--- src/rtl/display_sched_pkg.sv ---
// Shared types and widths for the per-frame display sequencer.
package display_sched_pkg;

  localparam int COORD_W = 8;
  localparam int COLOR_W = 3;

  typedef enum logic [2:0] {
    IDLE,
    MAP_START,
    MAP_WAIT,
    AG_START,
    AG_WAIT
  } sched_state_e;

endpackage

--- src/rtl/stage_watchdog.sv ---
// Per-stage cycle counter; flags expiry once a wait stage has lasted TIMEOUT cycles.
module stage_watchdog #(
  parameter int TIMEOUT = 20000
) (
  input  logic clock_50,
  input  logic reset,
  input  logic clear,
  input  logic run,
  output logic expired
);

  localparam int CNT_W = (TIMEOUT > 1) ? $clog2(TIMEOUT) : 1;
  localparam logic [CNT_W-1:0] LAST_COUNT = CNT_W'(TIMEOUT - 1);

  logic [CNT_W-1:0] count_q, count_d;

  assign expired = run && (count_q == LAST_COUNT);

  always_comb begin
    count_d = count_q;
    if (clear) begin
      count_d = '0;
    end else if (run && !expired) begin
      count_d = count_q + 1'b1;
    end
  end

  always_ff @(posedge clock_50) begin
    if (reset) begin
      count_q <= '0;
    end else begin
      count_q <= count_d;
    end
  end

endmodule

--- src/rtl/display_scheduler.sv ---
// Frame sequencer: map drawer, then each character drawer in order, with a
// single registered VGA plot port granted to whichever drawer is running.
module display_scheduler
  import display_sched_pkg::*;
#(
  parameter int NUM_AGENTS = 5,
  parameter int TIMEOUT    = 20000
) (
  input  logic                          clock_50,
  input  logic                          reset,
  input  logic                          en,
  input  logic                          frame_tick,
  output logic                          map_start,
  input  logic                          map_done,
  input  logic                          map_plot,
  input  logic [COORD_W-1:0]            map_x,
  input  logic [COORD_W-1:0]            map_y,
  input  logic [COLOR_W-1:0]            map_color,
  output logic [NUM_AGENTS-1:0]         agent_start,
  input  logic [NUM_AGENTS-1:0]         agent_done,
  input  logic [NUM_AGENTS-1:0]         agent_plot,
  input  logic [COORD_W*NUM_AGENTS-1:0] agent_x,
  input  logic [COORD_W*NUM_AGENTS-1:0] agent_y,
  input  logic [COLOR_W*NUM_AGENTS-1:0] agent_color,
  output logic                          vga_plot,
  output logic [COORD_W-1:0]            vga_x,
  output logic [COORD_W-1:0]            vga_y,
  output logic [COLOR_W-1:0]            vga_color,
  output logic                          busy,
  output logic                          frame_done,
  output logic [7:0]                    overrun_count,
  output logic                          timeout_flag
);

  localparam int IDX_W = (NUM_AGENTS > 1) ? $clog2(NUM_AGENTS) : 1;
  localparam logic [IDX_W-1:0] LAST_IDX = IDX_W'(NUM_AGENTS - 1);

  sched_state_e state_q, state_d;
  logic [IDX_W-1:0] idx_q, idx_d;
  logic frame_done_q, frame_done_d;
  logic timeout_q, timeout_d;
  logic [7:0] overrun_q, overrun_d;
  logic plot_q, plot_d;
  logic [COORD_W-1:0] x_q, x_d, y_q, y_d;
  logic [COLOR_W-1:0] color_q, color_d;
  logic wd_expired;

  logic [COORD_W-1:0] ag_x [NUM_AGENTS];
  logic [COORD_W-1:0] ag_y [NUM_AGENTS];
  logic [COLOR_W-1:0] ag_color [NUM_AGENTS];

  for (genvar gi = 0; gi < NUM_AGENTS; gi++) begin : g_agent
    assign ag_x[gi]        = agent_x[COORD_W*gi +: COORD_W];
    assign ag_y[gi]        = agent_y[COORD_W*gi +: COORD_W];
    assign ag_color[gi]    = agent_color[COLOR_W*gi +: COLOR_W];
    assign agent_start[gi] = (state_q == AG_START) && (idx_q == IDX_W'(gi));
  end

  // Every WAIT state is entered from its START state, so START clears the count.
  stage_watchdog #(.TIMEOUT(TIMEOUT)) u_watchdog (
    .clock_50 (clock_50),
    .reset    (reset),
    .clear    ((state_q == MAP_START) || (state_q == AG_START)),
    .run      ((state_q == MAP_WAIT) || (state_q == AG_WAIT)),
    .expired  (wd_expired)
  );

  always_comb begin
    state_d      = state_q;
    idx_d        = idx_q;
    frame_done_d = 1'b0;
    timeout_d    = timeout_q;
    overrun_d    = overrun_q;
    case (state_q)
      IDLE:      if (frame_tick && en) state_d = MAP_START;
      MAP_START: state_d = MAP_WAIT;
      MAP_WAIT: begin
        if (map_done || wd_expired) begin
          idx_d   = '0;
          state_d = AG_START;
          if (!map_done) timeout_d = 1'b1;
        end
      end
      AG_START:  state_d = AG_WAIT;
      AG_WAIT: begin
        if (agent_done[idx_q] || wd_expired) begin
          if (!agent_done[idx_q]) timeout_d = 1'b1;
          if (idx_q == LAST_IDX) begin
            state_d      = IDLE;
            frame_done_d = 1'b1;
          end else begin
            idx_d   = idx_q + 1'b1;
            state_d = AG_START;
          end
        end
      end
      default:   state_d = IDLE;
    endcase
    if (frame_tick && (state_q != IDLE) && (overrun_q != 8'hFF)) begin
      overrun_d = overrun_q + 8'd1;
    end
  end

  // Grant mux; the pixel accompanying done is still forwarded.
  always_comb begin
    plot_d  = 1'b0;
    x_d     = '0;
    y_d     = '0;
    color_d = '0;
    if (state_q == MAP_WAIT) begin
      plot_d  = map_plot;
      x_d     = map_x;
      y_d     = map_y;
      color_d = map_color;
    end else if (state_q == AG_WAIT) begin
      plot_d  = agent_plot[idx_q];
      x_d     = ag_x[idx_q];
      y_d     = ag_y[idx_q];
      color_d = ag_color[idx_q];
    end
  end

  always_ff @(posedge clock_50) begin
    if (reset) begin
      state_q      <= IDLE;
      idx_q        <= '0;
      frame_done_q <= 1'b0;
      timeout_q    <= 1'b0;
      overrun_q    <= '0;
      plot_q       <= 1'b0;
      x_q          <= '0;
      y_q          <= '0;
      color_q      <= '0;
    end else begin
      state_q      <= state_d;
      idx_q        <= idx_d;
      frame_done_q <= frame_done_d;
      timeout_q    <= timeout_d;
      overrun_q    <= overrun_d;
      plot_q       <= plot_d;
      x_q          <= x_d;
      y_q          <= y_d;
      color_q      <= color_d;
    end
  end

  assign map_start     = (state_q == MAP_START);
  assign busy          = (state_q != IDLE);
  assign frame_done    = frame_done_q;
  assign timeout_flag  = timeout_q;
  assign overrun_count = overrun_q;
  assign vga_plot      = plot_q;
  assign vga_x         = x_q;
  assign vga_y         = y_q;
  assign vga_color     = color_q;

endmodule

--- config.mk ---
export PLATFORM = sky130hd
export DESIGN_NAME = display_scheduler
export DESIGN_NICKNAME = d
export VERILOG_FILES = /design/src/rtl/display_sched_pkg.sv /design/src/rtl/stage_watchdog.sv /design/src/rtl/display_scheduler.sv
export SDC_FILE = /design/constraint.sdc
export NUM_CORES = 1
export LEC_CHECK = 0
export ABC_CLOCK_PERIOD_IN_PS = 2800
export CAP_MARGIN = 0
export CELL_PAD_IN_SITES_DETAIL_PLACEMENT = 0
export CELL_PAD_IN_SITES_GLOBAL_PLACEMENT = 1
export CORE_ASPECT_RATIO = 2
export CORE_MARGIN = 3
export CORE_UTILIZATION = 45
export DETAILED_ROUTE_END_ITERATION = 7
export DONT_BUFFER_PORTS = 1
export PLACE_DENSITY = 0.8
export SLEW_MARGIN = 10
export SYNTH_ARGS = -nofsm -noshare
export SYNTH_HDL_FRONTEND = slang
export SYNTH_SLANG_ARGS = --single-unit
--- constraint.sdc ---
create_clock -name clock_50 -period 2.8 [get_ports clock_50]
set_input_delay 0.42 -clock clock_50 [delete_from_list [all_inputs] [get_ports clock_50]]
set_output_delay 0.42 -clock clock_50 [all_outputs]
set_load 0.02 [all_outputs]
==> metrics.txt <==
status=finished, final reports clean; detailed placement HPWL=around 6.8 mm; DR iter-0 viols=130; post-synthesis register bit count=roughly 50; Max-cap violations=0; antenna-violating nets left=0; Clk pwr share=a little under a third; crit start category=flip-flop; Comb power frac=21.2%; Hold Crit Class=in2reg; fin. max-slew vios=0; Die Span Y=between 100 and 150 µm; Worst VDD drop=0.000248 V; Post-Place Worst Slack=764 ps; share of post-route cells with drive strength above 1=between 10% and 20%; Chip Width=about 64 µm; most common cell after layout, fill and taps aside=nor2_1; period utilization=between 70 and 80%; Worst-Margin Slew=~700 ps; drt first pass iters=4; Mapped Nets=between 400 and 500; later-pin clock latency in the skew report=290 ps; critical path class=reg2out; clock tree buffer depth=2; Slowest-stage cell, CP=inv_1; endpoints failing hold=0; Post-Synthesis Mean Instance Area=~9.4 µm²; # diodes=0; Routed WL=slightly above 8 mm; post-placement cell count=between 300 and 400; P&R area growth vs syn=5.94%; post-synthesis sequential area ratio=roughly a third; post-cts sizing count=0; root buf cell=clkbuf_16; io pins=about 170; fillers=roughly 630; most frequent cells in the layout=65 x nor2_1, 51 x dfxtp_1, 27 x a21oi_1, 20 x mux4_2, 20 x a22oi_1; Seq pwr share=around 47%; CTS tree=done; main flop type after synthesis=dfxtp_1; Post-Synthesis Cells=324; EDFF count, synth=0; Initial Util=a little under half; WL per Instance=between 20 and 25 µm; routability congestion estimate=roughly 0.86; slowest stage delay, CP=520 ps; vias in the first global route=between 2,000 and 2,500; Critical Path Sink Type=primary output; Switching Share=32.7%; Async SR Flop Fraction=0%; YS warnings=0; Post-CTS Setup Bufs=0; initial antenna violation count=0; final setup margin=between 600 and 700 ps; CP Max Fanout=23; Residual DRC=0; number of core rows=41; worst path cell trace=inv_1, and3_1, and2_1; Worst-path clk slew=around 70 ps; vias=~2,400; Layout Nets=452; clk_skew=4.24 ps; htree depth=2; power density cells=just over 600 nW/µm²; Setup TNS Final=0 ps; first-pass GRT wire length=12.7 mm; final instance area=around 3200 µm²; netlist area before placement=between 3000 and 4000 µm²; Netlist cell types=47; gr usage total=21.0%; Sw Pwr=about 640 µW; die area=just under 8000 µm²; hold-fix buffers at CTS=0; IO buf count=0; via density per instance=approximately 5.9; CP required=~2400 ps; Post-DP Area=a little over 3000 µm²; CTS Sinks=51; Static Leak=approximately 0.0011 µW; highest clock rate=around 460 MHz; core area=about 6400 µm²; GRT Residual Overflow=0; Critical Path AT=roughly 1800 ps; Worst slew margin=~55%; internal power=~1300 µW; largest net degree at the start of global routing=36; Post-Layout Cell Count=402; Setup violations, final=0; RSZ-0062 raised after global routing=false; CTS Buf Count=5; Final Critical Period=approximately 2200 ps
-- worst max-delay path: cells and delay by family, from the launching register on --
kind / cells / cell delay (ps)
AND/OR/NAND/NOR: 2 / 590
buffers and inverters: 1 / 520
flip-flops: 1 / 360
-- path summary, 6_finish.rpt --
| path | depth (start not counted) | start | end | slack (ps) |
|---|---|---|---|---|
| setup reg to reg | 6 | idx_q[0] | idx_q[0] | 730 |
| setup / recovery | 3 | idx_q[2] | agent_start[0] | 620 |
| hold / removal | 1 | reset | vga_y[2] | 190 |
| hold reg to reg | 2 | u_watchdog.count_q[1] | u_watchdog.count_q[1] | 470 |
-- cells by family after synthesis --
kind of cell / after synthesis / share of synthesized area, %
multiplexers: 25 / 16.6
AND/OR/NAND/NOR: 130 / 22.4
adder cells (fa/ha/maj): 7 / 2.89
XOR/XNOR: 20 / 5.77
flip-flops: 51 / 33.6
buffers and inverters: 30 / 5.36
AO/OA/AOI/OAI: 61 / 13.3
-- cell usage after synthesis (2+ instances only) --
master / n / area (µm²)
buf_6: 2 / 22.5
nand4_1: 3 / 18.8
or3_1: 5 / 31.3
a21oi_1: 27 / 135
nand3_1: 14 / 70.1
mux4_2: 20 / 450
nand2_1: 11 / 41.3
mux2_2: 2 / 22.5
nor4b_2: 2 / 30.0
clkbuf_8: 3 / 41.3
mux2i_1: 3 / 30.0
and4_2: 2 / 20.0
ha_1: 7 / 87.6
and3_2: 2 / 15.0
and3_1: 5 / 31.3
nor2_1: 65 / 244
clkbuf_1: 15 / 56.3
nor3_1: 6 / 30.0
xor2_1: 12 / 105
inv_1: 7 / 26.3
and2_1: 4 / 25.0
o21ai_0: 3 / 15.0
dfxtp_1: 51 / 1020
a211oi_1: 2 / 15.0
a22oi_1: 20 / 150
a22o_2: 2 / 20.0
xnor2_1: 8 / 70.1
nor2b_1: 2 / 12.5
-- flip-flops by register name, indices dropped and copies added (netlist names), 3 cells and up --
| signal | cells |
|---|---|
| idx_q | 3 |
| vga_x | 8 |
| vga_color | 3 |
| vga_y | 8 |
| u_watchdog.count_q | 15 |
| state_q | 3 |
| overrun_count | 8 |
-- routing by layer --
layer  part of all wire [%]  GRT usage [%]  up-vias
met3                    6.7           5.26       11
met1                     36           22.9     1108
li1                       -              -     1148
met2                     55           38.6      115
met4                    1.6           6.90        0
met5                      0              0        -
-- power groups by stage --
| stage | sequential [µW] | combinational (µW) | clock (µW) |
|---|---|---|---|
| 2_1_floorplan | 892 | 402 | 0 |
| 3_3_place_gp | 938 | 415 | 0 |
| 3_5_place_dp | 941 | 419 | 0 |
| 4_1_cts | 924 | 420 | 644 |
| 5_1_grt | 932 | 465 | 663 |
| 6_report | 922 | 415 | 624 |
-- stage by stage --
stage | total power, µW | utilization (%) | hold WS [ps]
floorplan | 1290 | - | 453
global placement | 1350 | 47.7 | 462
detailed placement | 1360 | 47.7 | 467
CTS | 1990 | 50.1 | 182
global route | 2060 | 50.1 | 181
finish | 1960 | 50.1 | 192
-- final cells by class --
type,instances,area (µm²),area share [%]
inverter,8,30.0,0.934
clock buffer,6,139,4.32
multi-input combinational,243,1860,57.7
tap,86,108,3.35
sequential,51,1020,31.8
clock inverter,2,16.3,0.506
timing repair buffer,6,45.0,1.40
Power figures use the tool's default switching activity.
